$ cat src/rtl/l2_ocapi_responder_pkg.sv
// l2_ocapi_responder_pkg: widths shared by l2_stream_ptr and the OpenCAPI responder.
// Holds the default L2 line count, the response tag width and the latency counter width.
package l2_ocapi_responder_pkg;

    localparam int L2_NCL_DEF = 256;
    localparam int TAG_W      = 8;
    localparam int LAT_W      = 8;

endpackage

$ cat src/rtl/l2_ocapi_rsp_fifo.sv
// l2_ocapi_rsp_fifo: circular store of {addr, tag} for outstanding OpenCAPI requests.
// Ports: push/pop/flush controls, write data, head data, wrapping pointers, occupancy.
module l2_ocapi_rsp_fifo
    import l2_ocapi_responder_pkg::*;
#(
    parameter int aw    = 8,
    parameter int depth = 8
) (
    input  logic                       clk,
    input  logic                       reset,
    input  logic                       push,
    input  logic                       pop,
    input  logic                       flush,
    input  logic [aw-1:0]              wr_addr,
    input  logic [TAG_W-1:0]           wr_tag,
    output logic [aw-1:0]              rd_addr,
    output logic [TAG_W-1:0]           rd_tag,
    output logic [$clog2(depth)-1:0]   wr_ptr,
    output logic [$clog2(depth)-1:0]   rd_ptr,
    output logic [$clog2(depth+1)-1:0] cnt,
    output logic                       empty
);

    logic [aw-1:0]    addr_q [depth];
    logic [TAG_W-1:0] tag_q  [depth];

    always_ff @(posedge clk or negedge reset) begin
        if (!reset) begin
            wr_ptr <= '0;
            rd_ptr <= '0;
            cnt    <= '0;
            for (int i = 0; i < depth; i++) begin
                addr_q[i] <= '0;
                tag_q[i]  <= '0;
            end
        end else if (flush) begin
            wr_ptr <= '0;
            rd_ptr <= '0;
            cnt    <= '0;
        end else begin
            if (push) begin
                addr_q[wr_ptr] <= wr_addr;
                tag_q[wr_ptr]  <= wr_tag;
                wr_ptr         <= wr_ptr + 1'b1;
            end
            if (pop) begin
                rd_ptr <= rd_ptr + 1'b1;
            end
            case ({push, pop})
                2'b10:   cnt <= cnt + 1'b1;
                2'b01:   cnt <= cnt - 1'b1;
                default: cnt <= cnt;
            endcase
        end
    end

    assign rd_addr = addr_q[rd_ptr];
    assign rd_tag  = tag_q[rd_ptr];
    assign empty   = (cnt == '0);

endmodule

$ cat src/rtl/l2_ocapi_responder.sv
// l2_ocapi_responder: delays each accepted request by a fixed latency and returns it in order.
// Ports: req v/r/addr in, rsp v/r/addr/tag out, flush, outstanding count.
module l2_ocapi_responder
    import l2_ocapi_responder_pkg::*;
#(
    parameter int l2_ncl  = L2_NCL_DEF,
    parameter int depth   = 8,
    parameter int latency = 16
) (
    input  logic                       clk,
    input  logic                       reset,
    input  logic                       i_req_v,
    output logic                       i_req_r,
    input  logic [$clog2(l2_ncl)-1:0]  i_req_addr,
    output logic                       o_rsp_v,
    input  logic                       o_rsp_r,
    output logic [$clog2(l2_ncl)-1:0]  o_rsp_addr,
    output logic [TAG_W-1:0]           o_rsp_tag,
    input  logic                       i_flush_v,
    output logic [$clog2(depth+1)-1:0] o_cnt
);

    localparam int l2_ncl_width = $clog2(l2_ncl);
    localparam int pw           = $clog2(depth);
    localparam int cw           = $clog2(depth+1);

    logic                    rdy_q;
    logic [TAG_W-1:0]        tag_q;
    logic [LAT_W-1:0]        rem_q [depth];
    logic                    push;
    logic                    pop;
    logic                    empty;
    logic [pw-1:0]           wr_ptr;
    logic [pw-1:0]           rd_ptr;
    logic [l2_ncl_width-1:0] head_addr;
    logic [TAG_W-1:0]        head_tag;

    // Ready looks only at registered occupancy, so a same-cycle pop
    // never frees a slot for a push.
    assign i_req_r = rdy_q & (o_cnt != cw'(depth)) & !i_flush_v;
    assign o_rsp_v = !empty & (rem_q[rd_ptr] == '0) & !i_flush_v;

    assign o_rsp_addr = o_rsp_v ? head_addr : '0;
    assign o_rsp_tag  = o_rsp_v ? head_tag : '0;

    assign push = i_req_v & i_req_r;
    assign pop  = o_rsp_v & o_rsp_r;

    l2_ocapi_rsp_fifo #(
        .aw    (l2_ncl_width),
        .depth (depth)
    ) u_fifo (
        .clk     (clk),
        .reset   (reset),
        .push    (push),
        .pop     (pop),
        .flush   (i_flush_v),
        .wr_addr (i_req_addr),
        .wr_tag  (tag_q),
        .rd_addr (head_addr),
        .rd_tag  (head_tag),
        .wr_ptr  (wr_ptr),
        .rd_ptr  (rd_ptr),
        .cnt     (o_cnt),
        .empty   (empty)
    );

    // Per-slot countdown: loaded on push, then runs down to zero.
    // Free slots always hold zero, so counting every slot is harmless.
    always_ff @(posedge clk or negedge reset) begin
        if (!reset) begin
            rdy_q <= 1'b0;
            tag_q <= '0;
            for (int i = 0; i < depth; i++) begin
                rem_q[i] <= '0;
            end
        end else begin
            rdy_q <= 1'b1;
            if (i_flush_v) begin
                tag_q <= '0;
                for (int i = 0; i < depth; i++) begin
                    rem_q[i] <= '0;
                end
            end else begin
                if (push) begin
                    tag_q <= tag_q + 1'b1;
                end
                for (int i = 0; i < depth; i++) begin
                    if (push && wr_ptr == pw'(i)) begin
                        rem_q[i] <= LAT_W'(latency);
                    end else if (rem_q[i] != '0) begin
                        rem_q[i] <= rem_q[i] - 1'b1;
                    end
                end
            end
        end
    end

endmodule

$ cat config.mk
export PLATFORM = sky130hd
export DESIGN_NAME = l2_ocapi_responder
export DESIGN_NICKNAME = d
export VERILOG_FILES = /design/src/rtl/l2_ocapi_responder_pkg.sv /design/src/rtl/l2_ocapi_rsp_fifo.sv /design/src/rtl/l2_ocapi_responder.sv
export SDC_FILE = /design/constraint.sdc
export NUM_CORES = 1
export LEC_CHECK = 0
export BUFFER_PORTS_ARGS = -buffer_cell sky130_fd_sc_hd__buf_2
export CORE_UTILIZATION = 30
export CTS_CLUSTER_DIAMETER = 80
export CTS_CLUSTER_SIZE = 20
export DETAILED_ROUTE_END_ITERATION = 8
export PLACE_DENSITY_LB_ADDON = 0.25
export SLEW_MARGIN = 10
export SYNTH_ARGS = -nofsm -noshare
export SYNTH_HDL_FRONTEND = slang
export SYNTH_SLANG_ARGS = --single-unit
$ cat constraint.sdc
create_clock -name clk -period 8.5 [get_ports clk]
set_clock_uncertainty 0.1 [all_clocks]
set_input_delay 0 -clock clk [delete_from_list [all_inputs] [get_ports clk]]
set_output_delay 0 -clock clk [all_outputs]
set_load 0.02 [all_outputs]
==> impl_results.md <==
* Combinational group share of total power at 0.316
* Unique cell type count in the Yosys netlist at 55
* Ys flop type: dfrtp_1
* Die X at 187.7 microns
* Worst Setup End Kind: flop
* Cts repair resizes at 0
* Mapped Nets at 880
* CORE AREA at between 0.03 and 0.04 sq mm
* Status: finished, final reports clean
* Leak at approximately 5.2 nW
* Total routed wirelength at 22.37 mm
* Final instance area at 0.01149 sq mm
* Synth top area share at 0.5103
* I/O pins at 35
* Clock sinks at 211
* Starting density of the core at 0.3070
* Asr flop ratio synth at 1.000
* Iter 0 DRT Violations at 306
* Setup crit start kind: flop
* Post-DRT Antenna Nets at 0
* Post-synthesis sequential area ratio at 0.5103
* Tot GR Track Use at 0.1290
* Slowest cell on the critical path: dfrtp_2
* Synthesized area per cell at 12.19 sq um
* Type of the worst min-delay path: input pin to async pin
* Setup TNS at 0 ns
* Vias per inst at 4.915
* Seq pwr share at 0.456
* Gpl congestion at 0.7346
* Syn Inst Count at 849
* Worst-path cell chain: or3b_2, a31oi_1, or4b_4, or3_1, nor3_4, ha_1, a31oi_1, nor2_1, nor2_1, o22ai_1, dlygate4sd3_1, nand2_1
* Final setup fails at 0
* Grt ovf at 0
* CP startpoint: u_fifo.rd_ptr[2]
* Max cap viols at 0
* Largest net degree at the start of global routing at 95
* Placed cell areas at around 0.011 sq mm
* Reg-to-Reg Start: u_fifo.rd_ptr[2]
* Final hold violations at 0
* Area grow syn2layout at 11.09%
* Clock root cell: clkbuf_16
* Top cells by area, synth: dfrtp_1, mux2_2, mux4_2
* HPWL after DPL at 13.30 mm
* Die Area at 0.03523 sq mm
* DRC at 0
* Clk Latency, worst-skew pair at slightly below 0.5 ns
* Vias at 6552
* RSZ-0062 raised after global routing: false
* Worst vdd ir at 0.0001541 V
* Number of global-route vias before repair at 6833
* Chip height at between 150 and 200 microns
* Cell area power density at 249.1 mW/mm^2
* Fin crit share at 0.5558
* Internal power at 1.898 mW
* Final net count at 914
* Setup CP Type: flop to flop
* Initial antenna violation count at 0
* Clk network pwr share at 0.228
* Reg clk slew, reported paths at about 0.090 ns
* Fmax at between 0.2 and 0.25 GHz
* Diode count at 0
* Site row count at 67
* IO buf count at 34
* CTS Buf Count at 14
* Avg WL per Cell at 16.78 microns
* CP peak stage delay at 1.07 ns
* First drt pass iteration count at 4
* EDFF count, synth at 0
* Post-synthesis register bit count at roughly 210
* Slew @ Worst Pin at 1.128 ns
* Post-route insts no fill at 1333
* Post-synth top area cell: dfrtp_1
* WP data arrival at 5.04 ns
* First-pass GRT wire length at 36.89 mm
* Switch Pwr at about 0.97 mW
* Synthesized area at slightly above 0.01 sq mm
* Final slew viol count at 0
* Fin crit period at 4.724 ns
* Fillers at 3390
* TritonCTS clock tree: yes
* Synth warnings at 0
* Required time of the critical path at 8.81 ns
* H-tree levels at 1
* Cells after DPL at 1302
* Max clock buf depth at 3
* Share of cells above drive strength 1 at 0.2791
* CP max FO at between 40 and 50
* Switching share of power at 0.3373
* Slew headroom at 0.2460
per-stage QoR:
step	setup slack, ns	total power, mW	hold WS (ns)	util
2_1_floorplan	5.137	2.034	-0.3956	-
3_3_place_gp	4.128	2.223	-0.003491	0.3258
3_5_place_dp	4.033	2.233	-0.006444	0.3258
4_1_cts	3.708	2.906	0.06547	0.3411
5_1_grt	3.445	3.085	0.1105	0.3411
6_report	3.776	2.863	0.04467	0.3411
worst max-delay path, delay by kind of cell (launching register included):
family                   cells  cell delay (ns)
AO/OA/AOI/OAI                3             0.39
buffers and inverters        1             0.60
flip-flops                   1             1.07
adder cells (fa/ha/maj)      1             0.30
AND/OR/NAND/NOR              7             2.18
Yosys cell counts (all sizes together) (2+ instances only):
master	number
dfrtp	211
mux2	135
nor2	107
nand2	51
mux4	32
nor3	31
mux2i	24
inv	23
a21oi	20
clkbuf	20
ha	18
xnor2	18
buf	17
nor4	15
nand2b	13
xor2	13
a211oi	11
or3	10
o21ai	8
a31oi	7
a21o	6
a221oi	6
nor2b	6
nand3	5
nand3b	4
nor3b	4
or3b	4
or4	4
or4b	4
and2	3
and3	2
and4	2
nand4	2
nor4b	2
power groups by stage:
stage | combinational (mW) | sequential (mW) | clock [mW]
CTS | 0.921 | 1.30 | 0.681
floorplan | 0.744 | 1.29 | 0
finish | 0.905 | 1.30 | 0.653
detailed placement | 0.910 | 1.32 | 0
global placement | 0.902 | 1.32 | 0
global route | 1.04 | 1.33 | 0.713
layer usage:
layer  global-route usage  vias up  wire, microns
li1                     -     3090              -
met1               0.1801     3354          11050
met2               0.2134       83          10350
met3              0.01591       25            555
met4              0.02877        0            412
met5                    0        -              0
final cells by class:
class | count | area (sq um) | share of cell area
clock buffer | 16 | 357.8 | 0.03113
clock inverter | 2 | 25.02 | 0.002177
inverter | 23 | 86.33 | 0.007511
multi-input combinational | 578 | 4811 | 0.4186
sequential | 211 | 5283 | 0.4596
tap | 448 | 560.5 | 0.04877
timing repair buffer | 55 | 370.4 | 0.03222
cell families after synthesis:
kind of cell,synth area share
DFF,0.5103
AOI/OAI and AO/OA,0.04076
xor gates and xnor gates,0.02842
buffers and inverters,0.02491
muxes,0.2398
other,0.0003625
and+or+nand+nor,0.1336
adders and majority gates,0.02177
state kept, by name, indices dropped and copies added, names as in the netlist:
name / flops
u_fifo.addr_q: 64
rdy_q: 1
rem_q: 64
u_fifo.wr_ptr: 3
tag_q: 8
u_fifo.rd_ptr: 3
u_fifo.cnt: 4
u_fifo.tag_q: 64
path summary, 6_finish.rpt:
check,endpoint,slack (ns),cells after the start
setup reg to reg,u_fifo.cnt[3],3.78,12
hold / removal,rem_q[50],0.04,2
setup / recovery,u_fifo.cnt[3],3.78,12
hold reg to reg,u_fifo.addr_q[25],0.40,1
min in group clk,u_fifo.addr_q[38],0.28,3
max in group asynchronous,u_fifo.addr_q[30],6.23,4
layout by cell type, fill, tap and decap left out, drive strengths merged, types with 6 or more instances in the layout:
| cell type | count |
|---|---|
| a211oi | 11 |
| a21o | 6 |
| a21oi | 20 |
| a221oi | 6 |
| a31oi | 7 |
| buf | 42 |
| clkbuf | 16 |
| dfrtp | 211 |
| dlygate4sd3 | 13 |
| ha | 18 |
| inv | 24 |
| mux2 | 135 |
| mux2i | 24 |
| mux4 | 32 |
| nand2 | 51 |
| nand2b | 13 |
| nor2 | 107 |
| nor2b | 6 |
| nor3 | 31 |
| nor4 | 15 |
| o21ai | 8 |
| or3 | 10 |
| xnor2 | 18 |
| xor2 | 13 |
timing repair:
action / CTS / global route
hold buffers: 13 / 0
setup buffers: 0 / 0
hold endpoints to repair: 176 / 0
(Power assumes the default switching activity.)
